**config.mk**
```make
export PLATFORM = sky130hd
export DESIGN_NAME = mem_port_arbiter_r32i
export DESIGN_NICKNAME = d
export VERILOG_FILES = /design/src/rtl/mem_port_arbiter_r32i.sv
export SDC_FILE = /design/constraint.sdc
export NUM_CORES = 1
export LEC_CHECK = 0
export ABC_AREA = 1
export CORE_MARGIN = 1.5
export CORE_UTILIZATION = 31
export CTS_CLUSTER_DIAMETER = 30
export DETAILED_ROUTE_END_ITERATION = 8
export PLACE_DENSITY = 0.76
export RECOVER_POWER = 25
export SETUP_SLACK_MARGIN = 0.02
export SLEW_MARGIN = 20
export SYNTH_ARGS = -nofsm -noshare
export SYNTH_HDL_FRONTEND = slang
export SYNTH_SLANG_ARGS = --single-unit
```
**constraint.sdc**
```tcl
create_clock -name clock_i -period 1.9 [get_ports clock_i]
set_input_delay 0.285 -clock clock_i [delete_from_list [all_inputs] [get_ports clock_i]]
set_output_delay 0.285 -clock clock_i [all_outputs]
set_load 0.01 [all_outputs]
```
**src/rtl/mem_port_arbiter_r32i.sv**
```systemverilog
`default_nettype none
// ============================================================================
// Module   : mem_port_arbiter_r32i
// Purpose  : Shares one 32-bit RAM port between the instruction-cache refill
//            engine (multi-beat burst reads) and the load/store unit (single
//            word reads/writes). Generates burst addresses, arbitrates with
//            data priority plus anti-starvation, and routes read data and
//            completion strobes back to the requester.
// Revision : 1.0 - initial release
//
// Build option:
//   BURST_PREEMPT_EN - when defined, a pending data access may slip in
//                      between two refill beats; the burst then resumes at
//                      the saved beat. When undefined, bursts are atomic.
//
// Ports:
//   clock_i, reset_ni              clock, asynchronous active-low reset
//   ins_req_i, ins_base_i          refill burst request and start address
//   ins_valid_o, ins_beat_o,
//   ins_rdata_o, ins_done_o        per-beat refill data and last-beat pulse
//   dat_req_i, dat_we_i, dat_addr_i,
//   dat_wdata_i, dat_be_i          single data access request
//   dat_ack_o, dat_rdata_o         data completion pulse and read data
//   mem_req_o, mem_we_o, mem_addr_o,
//   mem_wdata_o, mem_be_o          RAM request side
//   mem_ack_i, mem_rdata_i         RAM completion and same-cycle read data
// ============================================================================
module mem_port_arbiter_r32i #(
  parameter int dataW    = 32,
  parameter int BurstLen = 32
) (
  input  logic                        clock_i,
  input  logic                        reset_ni,
  input  logic                        ins_req_i,
  input  logic [dataW-1:0]            ins_base_i,
  output logic                        ins_valid_o,
  output logic [$clog2(BurstLen)-1:0] ins_beat_o,
  output logic [dataW-1:0]            ins_rdata_o,
  output logic                        ins_done_o,
  input  logic                        dat_req_i,
  input  logic                        dat_we_i,
  input  logic [dataW-1:0]            dat_addr_i,
  input  logic [dataW-1:0]            dat_wdata_i,
  input  logic [3:0]                  dat_be_i,
  output logic                        dat_ack_o,
  output logic [dataW-1:0]            dat_rdata_o,
  output logic                        mem_req_o,
  output logic                        mem_we_o,
  output logic [dataW-1:0]            mem_addr_o,
  output logic [dataW-1:0]            mem_wdata_o,
  output logic [3:0]                  mem_be_o,
  input  logic                        mem_ack_i,
  input  logic [dataW-1:0]            mem_rdata_i
);

  localparam int                BeatW    = $clog2(BurstLen);
  localparam logic [BeatW-1:0]  LastBeat = BeatW'(BurstLen - 1);

  typedef enum logic [1:0] {
    S_IDLE = 2'd0,
    S_DAT  = 2'd1,
    S_INS  = 2'd2
  } state_e;

  state_e           state_q;
  logic [BeatW-1:0] beat_q;
  logic [dataW-1:0] base_q;
  logic             last_dat_q;   // 1 = most recent completed grant was DAT
`ifdef BURST_PREEMPT_EN
  logic             resume_q;     // DAT access was taken out of a burst
`endif

  logic             ack_dat;
  logic             ack_ins;
  logic             in_dat;
  logic             in_ins;
  logic [dataW-1:0] ins_addr;

  assign in_dat   = (state_q == S_DAT);
  assign in_ins   = (state_q == S_INS);
  assign ack_dat  = in_dat && mem_ack_i;
  assign ack_ins  = in_ins && mem_ack_i;
  // Natural modulo-2^dataW addition: a burst crossing the top of the
  // address space wraps to zero silently.
  assign ins_addr = base_q + (dataW'(beat_q) << 2);

  // RAM side: everything is decoded from the registered state, so the
  // request and its fields stay put until the RAM acknowledges.
  assign mem_req_o   = in_dat || in_ins;
  assign mem_we_o    = in_dat && dat_we_i;
  assign mem_addr_o  = in_dat ? dat_addr_i  : (in_ins ? ins_addr : '0);
  assign mem_wdata_o = in_dat ? dat_wdata_i : '0;
  assign mem_be_o    = in_dat ? dat_be_i    : (in_ins ? 4'hF : 4'h0);

  // Requester side: strobes follow mem_ack in the same cycle; data buses
  // are forced to zero whenever their strobe is low.
  assign ins_valid_o = ack_ins;
  assign ins_beat_o  = ack_ins ? beat_q : '0;
  assign ins_rdata_o = ack_ins ? mem_rdata_i : '0;
  assign ins_done_o  = ack_ins && (beat_q == LastBeat);
  assign dat_ack_o   = ack_dat;
  assign dat_rdata_o = ack_dat ? mem_rdata_i : '0;

  always_ff @(posedge clock_i or negedge reset_ni) begin
    if (!reset_ni) begin
      state_q    <= S_IDLE;
      beat_q     <= '0;
      base_q     <= '0;
      last_dat_q <= 1'b1;
`ifdef BURST_PREEMPT_EN
      resume_q   <= 1'b0;
`endif
    end else begin
      case (state_q)
        S_IDLE: begin
          // Data wins ties, except when it also won last time and a refill
          // is waiting -- that keeps the refill engine from starving.
          if (dat_req_i && !(ins_req_i && last_dat_q)) begin
            state_q <= S_DAT;
          end else if (ins_req_i) begin
            state_q <= S_INS;
            base_q  <= ins_base_i;
            beat_q  <= '0;
          end
        end
        S_DAT: begin
          if (mem_ack_i) begin
`ifdef BURST_PREEMPT_EN
            if (resume_q) begin
              // Preemption leaves last_grant untouched; go straight back
              // to the interrupted burst at its saved beat.
              state_q  <= S_INS;
              resume_q <= 1'b0;
            end else begin
              state_q    <= S_IDLE;
              last_dat_q <= 1'b1;
            end
`else
            state_q    <= S_IDLE;
            last_dat_q <= 1'b1;
`endif
          end
        end
        S_INS: begin
          if (mem_ack_i) begin
            if (beat_q == LastBeat) begin
              state_q    <= S_IDLE;
              beat_q     <= '0;
              last_dat_q <= 1'b0;
            end else begin
              beat_q <= beat_q + 1'b1;
`ifdef BURST_PREEMPT_EN
              if (dat_req_i) begin
                state_q  <= S_DAT;
                resume_q <= 1'b1;
              end
`endif
            end
          end
        end
        default: state_q <= S_IDLE;
      endcase
    end
  end

endmodule
`default_nettype wire

```
==> results of run 1 <==
-- metrics by stage --
stage | total power, mW | setup TNS (ns) | hold slack, ns
global route | 11.2 | -22.11 | 0.537
global placement | 7.86 | -29.39 | 0.244
CTS | 9.52 | -15.25 | 0.501
floorplan | 4.51 | 0 | -0.0106
detailed placement | 7.95 | -30.82 | 0.248
finish | 10.6 | -15.57 | 0.522
-- layout by cell type, fill, tap and decap left out, types with 4 or more instances in the layout --
cell type / synthesis / final
sky130_fd_sc_hd__a21oi_1: 22 / 19
sky130_fd_sc_hd__buf_12: 0 / 10
sky130_fd_sc_hd__buf_2: 3 / 90
sky130_fd_sc_hd__buf_4: 1 / 73
sky130_fd_sc_hd__buf_6: 4 / 95
sky130_fd_sc_hd__buf_8: 0 / 9
sky130_fd_sc_hd__clkbuf_16: 0 / 7
sky130_fd_sc_hd__clkdlybuf4s50_1: 0 / 135
sky130_fd_sc_hd__dfrtp_1: 39 / 39
sky130_fd_sc_hd__ha_4: 0 / 5
sky130_fd_sc_hd__inv_1: 122 / 103
sky130_fd_sc_hd__inv_2: 3 / 19
sky130_fd_sc_hd__mux2_2: 5 / 5
sky130_fd_sc_hd__mux2_4: 15 / 15
sky130_fd_sc_hd__nand2_1: 190 / 153
sky130_fd_sc_hd__nand2_2: 7 / 22
sky130_fd_sc_hd__nand2_4: 2 / 22
sky130_fd_sc_hd__nand3_1: 38 / 22
sky130_fd_sc_hd__nand3_2: 3 / 15
sky130_fd_sc_hd__nand3_4: 1 / 5
sky130_fd_sc_hd__nand4_1: 10 / 10
sky130_fd_sc_hd__nor2_1: 118 / 65
sky130_fd_sc_hd__nor2_2: 2 / 24
sky130_fd_sc_hd__nor2_4: 3 / 34
sky130_fd_sc_hd__nor3_1: 4 / 4
sky130_fd_sc_hd__o21ai_0: 17 / 5
sky130_fd_sc_hd__o21ai_1: 3 / 12
-- critical path: cells and delay by family (launching register included) --
| kind | cells | cell delay, ns |
|---|---|---|
| buffers and inverters | 4 | 0.50 |
| and+or+nand+nor | 8 | 0.60 |
| adders and majority gates | 1 | 0.32 |
| DFF | 1 | 0.42 |
| AOI/OAI and AO/OA | 1 | 0.11 |
-- layer usage --
| layer | track usage (%) | share of wire [%] | up-vias |
|---|---|---|---|
| met4 | 11.1 | 4.4 | 0 |
| li1 | - | - | 2797 |
| met2 | 50.5 | 52 | 328 |
| met1 | 30.7 | 35 | 2771 |
| met3 | 8.32 | 8.5 | 78 |
| met5 | 0 | 0 | - |
-- worst max-delay path by stage --
stage	from	to	slack (ns)	cells after the start
final	beat_q[4]	mem_addr_o[20]	-0.62	14
after CTS	beat_q[0]	mem_addr_o[20]	-0.52	14
after detailed placement	base_q[5]	mem_addr_o[29]	-0.56	10
after global placement	beat_q[3]	mem_addr_o[29]	-0.54	10
after floorplan	beat_q[0]	mem_addr_o[30]	0.02	12
after global routing	base_q[2]	mem_addr_o[20]	-0.71	14
-- synth_stat cells (all sizes together) (4+ instances only) --
cell,count
ha,10
buf,10
inv,125
nand4,10
nand3,42
dfrtp,39
nor3,4
nor2,123
mux2,20
o21ai,21
nand2,199
a21oi,23
clkbuf,12
-- flip-flops by register name, summed over array words and instances (netlist names) --
register,flops
state_q,2
base_q,32
beat_q,5
last_dat_q,1
-- what timing repair did --
action	CTS	global route
hold buffers	1	0
pin swaps	46	38
setup buffers	46	19
cloned	4	2
setup endpoints to repair	147	146
endpoints found under the hold margin	16	0
resized for setup	711	209
-- power breakdown --
part           total, mW  internal [mW]  switching [mW]  leakage (nW)
clock              0.973          0.618           0.354        0.0808
combinational       7.94           3.96            3.98          4.24
sequential          1.67           1.25           0.417         0.470
total               10.6           5.83            4.75          4.79
-- cell type report --
cell class                      instances  area [um^2]
Clock buffer                            6          129
Clock inverter                          2         35.0
Fill cell                             984         3640
Inverter                              125          477
Multi-Input combinational cell        467         3090
Sequential cell                        40         1000
Tap cell                              172          215
Timing Repair Buffer                  423         3930
-- kinds of logic after synthesis --
logic type,Yosys count
flops,40
simple gates,384
fa+ha+maj,11
buf+inv,147
compound gates,51
xor+xnor,1
mux,20
==> out/metrics.csv, run 1 <==
metric,value,unit
outcome,finished with violations,
violated_checks,negative setup slack,
path_max_fanout,4,
largest_net_degree_at_the_start_of_global_routing,24,
yosys.area.top_type_share,24.7,%
clk-insertion-delay-late,0.28,ns
synth-edff-count,0,
clkSinkCount,40,
tritoncts,built,
synth_area_leader_cell,sky130_fd_sc_hd__dfrtp_1,
drc,0,
route.antenna.remaining_nets,0,
worstRegToRegCells,13,
cts_buffer_depth,2,
vdd_ir_drop_max,0.000536,V
grt_first_pass_wirelength,29100,um
initial_antenna_violation_count,0,
grt_overflow_total,0,
preCtsSetupSlack,-0.559,ns
cp_data_required_time,1.62,ns
critical-path-slowest-cell,sky130_fd_sc_hd__dfrtp_1,
die_width,116,um
worst_clock_skew,0.00292,ns
synth_mux_area_share,7.13,%
power.density_cell_area,1190,nW/um^2
via_count,5974,
setup-violations-final,93,
avgSynthCellArea,6.03,um^2
postSynth.topFlopCell,sky130_fd_sc_hd__dfrtp_1,
yosys_register_bits,40,
timing.critical_path.slowest_cell_delay,0.42,ns
grt_util_all_layers,28.0,%
diodes,0,
drt_first_pass_iters,5,
wire_per_inst,17.1,um
yosysWarningCount,0,
final_clock_period_utilization_by_the_worst_path,133,%
synth-compound-area-share,7.39,%
ys_seq_area_share,25.4,%
final.min_clock_period,2.52,ns
synthTopCellsByArea,"sky130_fd_sc_hd__dfrtp_1 (25%), sky130_fd_sc_hd__nand2_1 (18%), sky130_fd_sc_hd__inv_1 (12%)",
regToRegSetupSlack,0.01,ns
dpl.cell_count,1161,
critical_path.reg2reg.startpoint,state_q[1],
design_area,8880,um^2
fin_nets,1211,
worstSetupStartpointType,register,
synth_fp_nets,803,
setup_repair_after_global_routing_missed_its_margin,yes,
critical_path.endpoint_type,output pin,
cp.arrival,2.24,ns
worstPathCellList,ha_4 -> nand2_1 -> inv_1 -> nand2_1 -> nand2_1 -> nand2_1 -> nand2_4 -> buf_6 -> buf_6 -> nand2_4 -> nand2_2 -> nand2_1 -> o21ai_1 -> buf_2,
drv_slew,0,
cellLeakagePower,4.79,nW
worstMarginPinSlew,0.974,ns
io_pins,280,
routed_wl,21100,um
dieArea,13400,um^2
max_freq,396,MHz
placementRows,41,
hold_start,base_q[1],
syn2layout_area_growth,125,%
drt_iter0_drc,358,
min_to,base_q[1],
criticalPathCategory,reg2out,
main_combinational_cell_family_by_area_after_synthesis,simple AND/OR/NAND/NOR gates,
cts_made_buffers,5,
fraction_of_layout_instances_using_a_drive_strength_above_1,44.9,%
path_clk_slew,0.06,ns
r2r_end,beat_q[2],
postLayoutSetupSlackWorst,-0.625,ns
clk_root_buf,sky130_fd_sc_hd__clkbuf_16,
dpl-instance-area,7500,um^2
cts_max_level,2,
fp.coreArea,12500,um^2
whs_path_depth,1,
yosys.area_share.adder,3.68,%
die-height,116,um
synthDistinctLibCells,38,
i_o_buffers,279,
synth_cells,654,
finish.cell_count_without_fillers,1235,
detailed_route_vias_per_instance,4.84,
async_flop_share,100,%
hold_viol,0,
post-route-util,70.9,%
first_global_vias,5810,
max-cap-violations,0,
cpMostUsedCell,sky130_fd_sc_hd__nand2_1,
synth_simple_gate_area_share,41.2,%
timing.slew.headroom,35.1,%
holdCritPathClass,reg2reg,
hpwl,14100,um
initial_utilization,31.5,%
finalWeightedCongestion,0.869,
synthesis.area,3950,um^2
yosys.area_share.xor_xnor,0.222,%
Note: power is estimated with default switching activity, not from simulation.
==> run 2: changes to the inputs <==
- CAP_MARGIN: unset -> 5
==> results of run 2 <==
The final DEF is identical to that of run 1; final timing and power are the same.
